===== src/rtl/fetch_pc_ctrl.sv =====
// PC / instruction-fetch sequencer for the multicycle core: one fetch per instruction,
// buffers the returned word, and drives PC register updates (PC+4, branch, trap, mret).
module fetch_pc_ctrl #(
  parameter int unsigned DATA_WIDTH  = 64,
  parameter int unsigned INSTR_WIDTH = 32
) (
  input  logic                   clk,
  input  logic                   arst,
  input  logic                   i_stall,
  input  logic [DATA_WIDTH-1:0]  i_pc,
  output logic                   o_pc_write_en,
  output logic [DATA_WIDTH-1:0]  o_pc_next,
  output logic                   o_fetch_req,
  output logic [DATA_WIDTH-1:0]  o_fetch_addr,
  input  logic                   i_fetch_ack,
  input  logic [INSTR_WIDTH-1:0] i_fetch_data,
  output logic                   o_instr_valid,
  output logic [INSTR_WIDTH-1:0] o_instr,
  output logic [DATA_WIDTH-1:0]  o_instr_pc,
  input  logic                   i_instr_accept,
  input  logic                   i_branch_taken,
  input  logic [DATA_WIDTH-1:0]  i_branch_target,
  input  logic                   i_trap,
  input  logic [DATA_WIDTH-1:0]  i_mtvec,
  input  logic                   i_mret,
  input  logic [DATA_WIDTH-1:0]  i_mepc,
  output logic                   o_misaligned
);

  typedef enum logic [1:0] {IDLE, FETCH, HOLD} state_t;

  state_t                  state;
  logic                    pend_valid;
  logic                    pend_trap;
  logic [DATA_WIDTH-1:0]   pend_target;

  logic                    br_ok;
  logic                    br_bad;
  logic                    redir;
  logic [DATA_WIDTH-1:0]   redir_tgt;
  logic [DATA_WIDTH-1:0]   pc_plus4;

  // Redirect arbitration: trap > mret > aligned branch
  always_comb begin
    br_ok     = i_branch_taken && (i_branch_target[1:0] == 2'b00);
    br_bad    = i_branch_taken && !i_trap && !i_mret && (i_branch_target[1:0] != 2'b00);
    redir     = i_trap || i_mret || br_ok;
    redir_tgt = i_trap ? i_mtvec : (i_mret ? i_mepc : i_branch_target);
    pc_plus4  = i_pc + DATA_WIDTH'(4);
  end

  // PC write port is combinational so the PC register updates on the next edge
  always_comb begin
    o_pc_write_en = 1'b0;
    o_pc_next     = '0;
    case (state)
      IDLE: begin
        if (redir) begin
          o_pc_write_en = 1'b1;
          o_pc_next     = redir_tgt;
        end
      end
      FETCH: begin
        if (i_fetch_ack) begin
          o_pc_write_en = 1'b1;
          if (redir)           o_pc_next = redir_tgt;
          else if (pend_valid) o_pc_next = pend_target;
          else                 o_pc_next = pc_plus4;
        end
      end
      HOLD: begin
        if (redir) begin
          o_pc_write_en = 1'b1;
          o_pc_next     = redir_tgt;
        end
      end
      default: ;
    endcase
    if (arst) begin
      o_pc_write_en = 1'b0;
      o_pc_next     = '0;
    end
  end

  assign o_fetch_req   = (state == FETCH);
  assign o_fetch_addr  = o_fetch_req ? i_pc : '0;
  assign o_instr_valid = (state == HOLD);

  always_ff @(posedge clk or posedge arst) begin
    if (arst) begin
      state        <= IDLE;
      pend_valid   <= 1'b0;
      pend_trap    <= 1'b0;
      pend_target  <= '0;
      o_instr      <= '0;
      o_instr_pc   <= '0;
      o_misaligned <= 1'b0;
    end else begin
      o_misaligned <= br_bad;
      case (state)
        IDLE: begin
          if (redir || !i_stall) state <= FETCH;
        end
        FETCH: begin
          if (i_fetch_ack) begin
            if (redir || pend_valid) begin
              // Stale fetch: data dropped, request reissued at the new PC
              pend_valid <= 1'b0;
              pend_trap  <= 1'b0;
            end else begin
              o_instr    <= i_fetch_data;
              o_instr_pc <= i_pc;
              state      <= HOLD;
            end
          end else if (redir && !(pend_valid && pend_trap && !i_trap)) begin
            // A held trap may only be displaced by a newer trap
            pend_valid  <= 1'b1;
            pend_trap   <= i_trap;
            pend_target <= redir_tgt;
          end
        end
        HOLD: begin
          if (redir || (i_instr_accept && !i_stall)) state <= FETCH;
        end
        default: state <= IDLE;
      endcase
    end
  end

endmodule


===== config.mk =====
export PLATFORM = sky130hd
export DESIGN_NAME = fetch_pc_ctrl
export DESIGN_NICKNAME = d
export VERILOG_FILES = /design/src/rtl/fetch_pc_ctrl.sv
export SDC_FILE = /design/constraint.sdc
export NUM_CORES = 1
export LEC_CHECK = 0
export ABC_AREA = 1
export CAP_MARGIN = 10
export CORE_MARGIN = 4
export CORE_UTILIZATION = 30
export CTS_CLUSTER_DIAMETER = 100
export DETAILED_ROUTE_END_ITERATION = 7
export GPL_TIMING_DRIVEN = 0
export HOLD_SLACK_MARGIN = 0.05
export PLACE_DENSITY_LB_ADDON = 0.05
export SLEW_MARGIN = 20
export SYNTH_ARGS = -nofsm -noshare
export SYNTH_HDL_FRONTEND = slang
export SYNTH_SLANG_ARGS = --single-unit

===== constraint.sdc =====
create_clock -name clk -period 13.2 [get_ports clk]
set_input_delay 2.64 -clock clk [delete_from_list [all_inputs] [get_ports clk]]
set_output_delay 2.64 -clock clk [all_outputs]
set_load 0.02 [all_outputs]

==> impl_metrics.csv, run 1 <==
group,metric,value,unit
sta,finalCritPeriodShare,68.1,%
worst_setup_path,worstPathArrival,6350,ps
layout,drive_gt1_share,4.34,%
placement,io_buffers,523,
sta,fmax,111,MHz
pwr,sw_frac_of_total,42.3,%
layout,final.fill_count,3864,
clock_tree,post_cts_resize_count,0,
synth,synth.distinct_cells,37,
sta,rsz0062_at_grt,"false",
floorplan,die_x,201,um
pwr,clkPwrFrac,18.7,%
synth,synth_area,11200,um2
sta,finalCriticalPeriod,8990,ps
detailed_routing,routedWlPerCell,22.6,um
clock_tree,cts_buffers,17,
sta,slew_headroom,52.2,%
synth,seq_area_frac_synth,36.8,%
sta,worst_slew_pin_slew,718,ps
clock_tree,clock-sinks,165,
detailed_routing,dr_wl_met2,29.9,mm
pwr,p_leak,7.78,nW
detailed_routing,vias_per_cell,5.09,
clock_tree,clk_pin_slew,60,ps
grt,grt_pass1_vias,13900,
placement,dp_hpwl,52.1,mm
worst_setup_path,reg2reg_slack,11170,ps
worst_setup_path,cp_max_fo,8,
pwr,ir_drop,72.0,uV
grt,grt_start_max_net_pins,94,
clock_tree,cts_tree,"built",
clock_tree,insertion_delay,450,ps
floorplan,die_h,201,um
layout,instances_no_fill,2751,
detailed_routing,highest_layer,"met5",
layout,nNetsFinal,2566,
worst_setup_path,endpoint_kind,"output port",
worst_setup_path,critical_path_required,10560,ps
pwr,p_int,1.74,mW
clock_tree,cts-hold-fix-buffers,0,
status,outcome,"finished, final reports clean",
layout,fin_util,48.2,%
synth,syn_avg_cell_area,6.50,um2
sta,tns,0,ps
detailed_routing,met3_length,5.02,mm
floorplan,start_util,30.5,%
synth,synthCells,1726,
clock_tree,clockRootBuffer,"clkbuf_16",
placement,place_area,17100,um2
synth,synth-async-reset-ratio,100,%
placement,dp.cells,2718,
detailed_routing,drtAntennaViolNets,0,
job,cap_viol_max_count,0,
layout,area_growth_syn_to_layout,57.9,%
grt,overflow,0,
pwr,pwr-share-seq,28.8,%
sta,setup_violations,0,
detailed_routing,drtIter0Drc,1141,
layout,fin_area,17700,um2
worst_hold_path,min_path_type,"reg2reg",
worst_setup_path,path_class,"in2out",
detailed_routing,dr_total_vias,14000,
layout,final_common_cell,"nand2_1",
sta,fin_ws,4210,ps
placement,routabilityCongestion,0.974,
pwr,p_per_area,170,nW/um2
worst_setup_path,cp-start-kind,"input pin",
pwr,p_switching,1.27,mW
clock_tree,htree_levels,4,
floorplan,core.rowCount,70,
sta,hold_viol_final,0,
placement,post-place-ws,4350,ps
sta,skew,11.7,ps
layout,most-common-layout-cells,"nand2_1, clkdlybuf4s50_1, nor2_1, dfrtp_1, nand3_1",
synth,syn-num-nets,2023,
synth,yosysWarningCount,0,
detailed_routing,drc_errors,0,
synth,ys_seq_elements,165,
pwr,power_frac_comb,52.4,%
grt,grt_first_pass_wirelength,90.3,mm
floorplan,coreArea,36800,um2
detailed_routing,drt_pass1_iterations,5,
detailed_routing,m1WireLength,25.2,mm
detailed_routing,routed_wl,62.1,mm
grt,grt.total_usage,29.4,%
layout,seq_area,4130,um2
synth,synth_edf_count,0,
grt,antenna_found_initial,7,
synth,synthFlopType,"dfrtp_1",
sta,drv_slew,0,
clock_tree,cts_setup_buffers,0,
layout,multi_input_area,6170,um2
floorplan,io_pins,524,
clock_tree,clk_path_buf_depth,2,
floorplan,die-area,40600,um2
-- routing by layer --
layer / vias to the layer above / global-route usage, %
met5: - / 0
met2: 623 / 50.7
li1: 6717 / -
met4: 12 / 8.76
met1: 6579 / 36.1
met3: 83 / 7.64
-- cells in the mapped netlist (2+ instances only) --
| cell type | number | area share, % |
|---|---|---|
| mux2_1 | 31 | 3.1 |
| o22ai_1 | 2 | 0.11 |
| nand2_1 | 553 | 18 |
| dfrtp_1 | 165 | 37 |
| xor2_1 | 7 | 0.55 |
| or2_2 | 6 | 0.33 |
| buf_2 | 22 | 0.98 |
| buf_6 | 4 | 0.40 |
| inv_1 | 114 | 3.8 |
| and2_1 | 3 | 0.17 |
| buf_1 | 11 | 0.37 |
| o21ai_0 | 115 | 5.1 |
| o211ai_1 | 8 | 0.54 |
| nor3_1 | 6 | 0.27 |
| a211oi_1 | 6 | 0.40 |
| nand3_1 | 145 | 6.5 |
| inv_2 | 6 | 0.20 |
| nor2_1 | 190 | 6.4 |
| nor2_4 | 7 | 0.70 |
| clkbuf_1 | 51 | 1.7 |
| o21ai_1 | 120 | 5.4 |
| nand4_1 | 16 | 0.89 |
| a31oi_1 | 2 | 0.11 |
| nor2_2 | 2 | 0.11 |
| buf_4 | 10 | 0.67 |
| nand2_2 | 3 | 0.17 |
| a21oi_1 | 111 | 5.0 |
-- power groups by stage --
stage / Sequential (mW) / Clock (mW) / Combinational [mW]
6_report: 0.868 / 0.564 / 1.58
3_5_place_dp: 0.875 / 0 / 1.58
3_3_place_gp: 0.866 / 0 / 1.57
5_1_grt: 0.899 / 0.591 / 1.69
4_1_cts: 0.866 / 0.572 / 1.58
2_1_floorplan: 1.03 / 0 / 0.602
-- metrics by stage --
stage | hold WS (ps) | total power [mW]
after CTS | 487 | 3.02
final | 484 | 3.01
after global routing | 511 | 3.18
after detailed placement | 468 | 2.46
after floorplan | 448 | 1.63
after global placement | 461 | 2.44
-- logic make-up (layout without fill, tap and decap cells) --
| family | after synthesis | in the layout | synth area share [%] |
|---|---|---|---|
| adders and majority gates | 1 | 1 | 0.111 |
| other | 0 | 1 | 0 |
| xor gates and xnor gates | 7 | 7 | 0.546 |
| and+or+nand+nor | 934 | 934 | 34.2 |
| DFF | 165 | 165 | 36.8 |
| muxes | 32 | 32 | 3.24 |
| AOI/OAI and AO/OA | 367 | 367 | 16.9 |
| buffers and inverters | 220 | 776 | 8.24 |
-- area by class of cell --
cell class	count	share of cell area (%)
inverters	121	2.62
multi-input cells	1341	34.8
clock buffers	17	2.40
flip-flops and latches	165	23.3
repair buffers	524	29.7
plain buffers	99	2.64
diodes	1	0.0141
well taps	468	3.30
clock inverters	15	1.21
-- path summary, 6_finish.rpt --
path                                            start                     endpoint  cells after the start
setup / recovery                              i_pc[2]                o_pc_next[58]                     11
hold / removal             o_instr_pc[56]$_DFFE_PP0P_   o_instr_pc[56]$_DFFE_PP0P_                      2
setup reg to reg               pend_valid$_DFFE_PP0P_    o_instr_pc[1]$_DFFE_PP0P_                      9
hold reg to reg            o_instr_pc[56]$_DFFE_PP0P_   o_instr_pc[56]$_DFFE_PP0P_                      2
max in group asynchronous                        arst  pend_target[48]$_DFFE_PP0P_                      3
min in group asynchronous                        arst      o_instr[18]$_DFFE_PP0P_                      2
-- flip-flops by register name, indices dropped and copies added (netlist names) --
register and flops:
pend_valid 1, o_instr 32, o_instr_pc 64, pend_trap 1, state 2, o_misaligned 1, pend_target 64
-- critical path, cell delays in order --
cell	delay (ps)
clkdlybuf4s50_1	790
ha_1	500
nand2_1	180
nor2_4	240
nand2_2	150
inv_1	250
nand2_1	80
o21ai_0	180
nand3_1	210
a21oi_1	430
clkdlybuf4s50_1	690
Note: power is estimated with default switching activity, not from simulation.
==> inputs of run 2 (changes only) <==
Clock period 13.2 ns to 7.4 ns, I/O delays scaled along.
==> run 2 against run 1 <==
Effect of this change: sequential share of layout area down 0.11 points; combinational power rose by 78%; die area unchanged; clock skew rose by 7.7 ps; worst hold slack improved by 5.0 ps; critical endpoint is now o_pc_next[32]; largest power group unchanged.
==> impl_metrics.csv, run 2 (same netlist as run 1, synthesis figures left out) <==
group,metric,value,unit
detailed_routing,routedWlPerCell,22.5,um
sta,rsz0062_at_grt,"false",
floorplan,start_util,30.5,%
pwr,power_frac_comb,52.7,%
grt,grt.total_usage,29.3,%
clock_tree,cts_setup_buffers,0,
layout,reg_top3,"o_instr_pc x64, pend_target x64, o_instr x32",
clock_tree,cts_buffers,17,
pwr,sw_frac_of_total,42.8,%
worst_setup_path,path_cells,"clkdlybuf4s50_1 -> ha_1 -> nand2_1 -> nor2_4 -> nand2_2 -> nor2_4 -> nand2_1 -> o21ai_1 -> nand3_1 -> a21oi_1 -> clkdlybuf4s50_1",
sta,finalCritPeriodShare,88.9,%
clock_tree,clockRootBuffer,"clkbuf_16",
worst_setup_path,crit_slowest_cell,"clkdlybuf4s50_1",
grt,overflow,0,
grt,grt_pass1_vias,13800,
layout,area_growth_syn_to_layout,58.6,%
detailed_routing,drt_pass1_iterations,5,
detailed_routing,drtIter0Drc,1145,
status,outcome,"finished, final reports clean",
sta,setup_violations,0,
layout,drive_gt1_share,4.55,%
layout,final_common_cell,"nand2_1",
detailed_routing,drtAntennaViolNets,0,
floorplan,die-area,40600,um2
floorplan,die_x,201,um
worst_setup_path,critPathMaxStageDelay,770,ps
clock_tree,htree_levels,4,
pwr,ir_drop,135,uV
layout,fin_area,17800,um2
pwr,pwr-share-seq,29.0,%
pwr,clkPwrFrac,18.3,%
detailed_routing,vias_per_cell,5.07,
floorplan,die_h,201,um
sta,worst_slew_pin_slew,722,ps
worst_setup_path,path_class,"in2out",
placement,routabilityCongestion,0.919,
placement,io_buffers,523,
floorplan,coreArea,36800,um2
worst_setup_path,endpoint_kind,"output port",
layout,multi_input_area,6170,um2
placement,place_area,17200,um2
pwr,p_int,3.07,mW
clock_tree,clk_path_buf_depth,2,
grt,grt_start_max_net_pins,31,
sta,slew_headroom,51.9,%
sta,skew,19.4,ps
worst_hold_path,min_path_type,"reg2reg",
detailed_routing,routed_wl,61.9,mm
sta,finalCriticalPeriod,6580,ps
detailed_routing,drc_errors,0,
clock_tree,post_cts_resize_count,0,
detailed_routing,dr_total_vias,14000,
grt,grt_first_pass_wirelength,90.2,mm
layout,seq_area,4130,um2
sta,hold_viol_final,0,
layout,final.fill_count,3846,
clock_tree,cts_tree,"built",
clock_tree,insertion_delay,450,ps
floorplan,io_pins,524,
job,cap_viol_max_count,0,
layout,nNetsFinal,2571,
grt,antenna_found_initial,5,
layout,most-common-layout-cells,"nand2_1, clkdlybuf4s50_1, nor2_1, dfrtp_1, nand3_1",
sta,drv_slew,0,
pwr,p_leak,7.81,nW
placement,dp_hpwl,52.1,mm
worst_setup_path,critical_path_required,5920,ps
pwr,p_switching,2.29,mW
sta,fmax,152,MHz
worst_setup_path,worstPathArrival,5100,ps
clock_tree,clk_pin_slew,80,ps
clock_tree,clock-sinks,165,
worst_setup_path,cp_max_fo,8,
floorplan,core.rowCount,70,
worst_setup_path,cp-start-kind,"input pin",
clock_tree,cts-hold-fix-buffers,0,
pwr,p_per_area,301,nW/um2
pwr,power,5.36,mW
## run 2: layer usage
layer | routed length (um) | track usage (%) | vias up | part of all wire [%]
met5 | 37 | 0 | - | 0.060
met4 | 1700 | 8.64 | 6 | 2.7
met3 | 4630 | 6.48 | 74 | 7.5
met2 | 30200 | 50.8 | 578 | 49
met1 | 25300 | 36.7 | 6585 | 41
li1 | - | - | 6735 | -
## run 2: worst paths after layout
kind	startpoint	endpoint	slack, ps	cells after the start
setup / recovery	i_pc[2]	o_pc_next[32]	820	11
hold / removal	pend_target[13]$_DFFE_PP0P_	pend_target[13]$_DFFE_PP0P_	490	2
setup reg to reg	pend_valid$_DFFE_PP0P_	o_instr_pc[4]$_DFFE_PP0P_	5390	9
hold reg to reg	pend_target[13]$_DFFE_PP0P_	pend_target[13]$_DFFE_PP0P_	490	2
max in group asynchronous	arst	pend_target[49]$_DFFE_PP0P_	4950	5
min in group asynchronous	arst	o_instr[31]$_DFFE_PP0P_	1450	2
## run 2: area by class of cell
class	instances	share of cell area (%)
Tap cell	468	3.29
Buffer	99	2.63
Timing Repair Buffer	529	30.2
Inverter	121	2.59
Multi-Input combinational cell	1341	34.6
Sequential cell	165	23.2
Clock inverter	15	1.08
Antenna cell	1	0.0141
Clock buffer	17	2.39
## run 2: stage by stage
step	instances	worst slack [ps]	hold WS [ps]	util [%]	setup TNS, ps
3_3_place_gp	2717	-1500	462	46.3	-92760
2_1_floorplan	1726	1150	448	-	0
3_5_place_dp	2723	846	468	46.7	0
5_1_grt	2756	761	504	48.4	0
4_1_cts	2755	831	487	48.4	0
6_report	2756	820	489	48.4	0
## run 2: critical path: cells and delay by family
kind,cells,cell delay [ps]
buffers and inverters,2,1450
and+or+nand+nor,6,1190
adders and majority gates,1,490
AOI/OAI and AO/OA,2,490
## run 2: power groups by stage
stage	clock [mW]	sequential (mW)	combinational, mW
4_1_cts	0.997	1.55	2.84
3_5_place_dp	0	1.56	2.83
6_report	0.979	1.56	2.82
3_3_place_gp	0	1.55	2.81
2_1_floorplan	0	1.84	1.07
5_1_grt	1.03	1.60	3.02
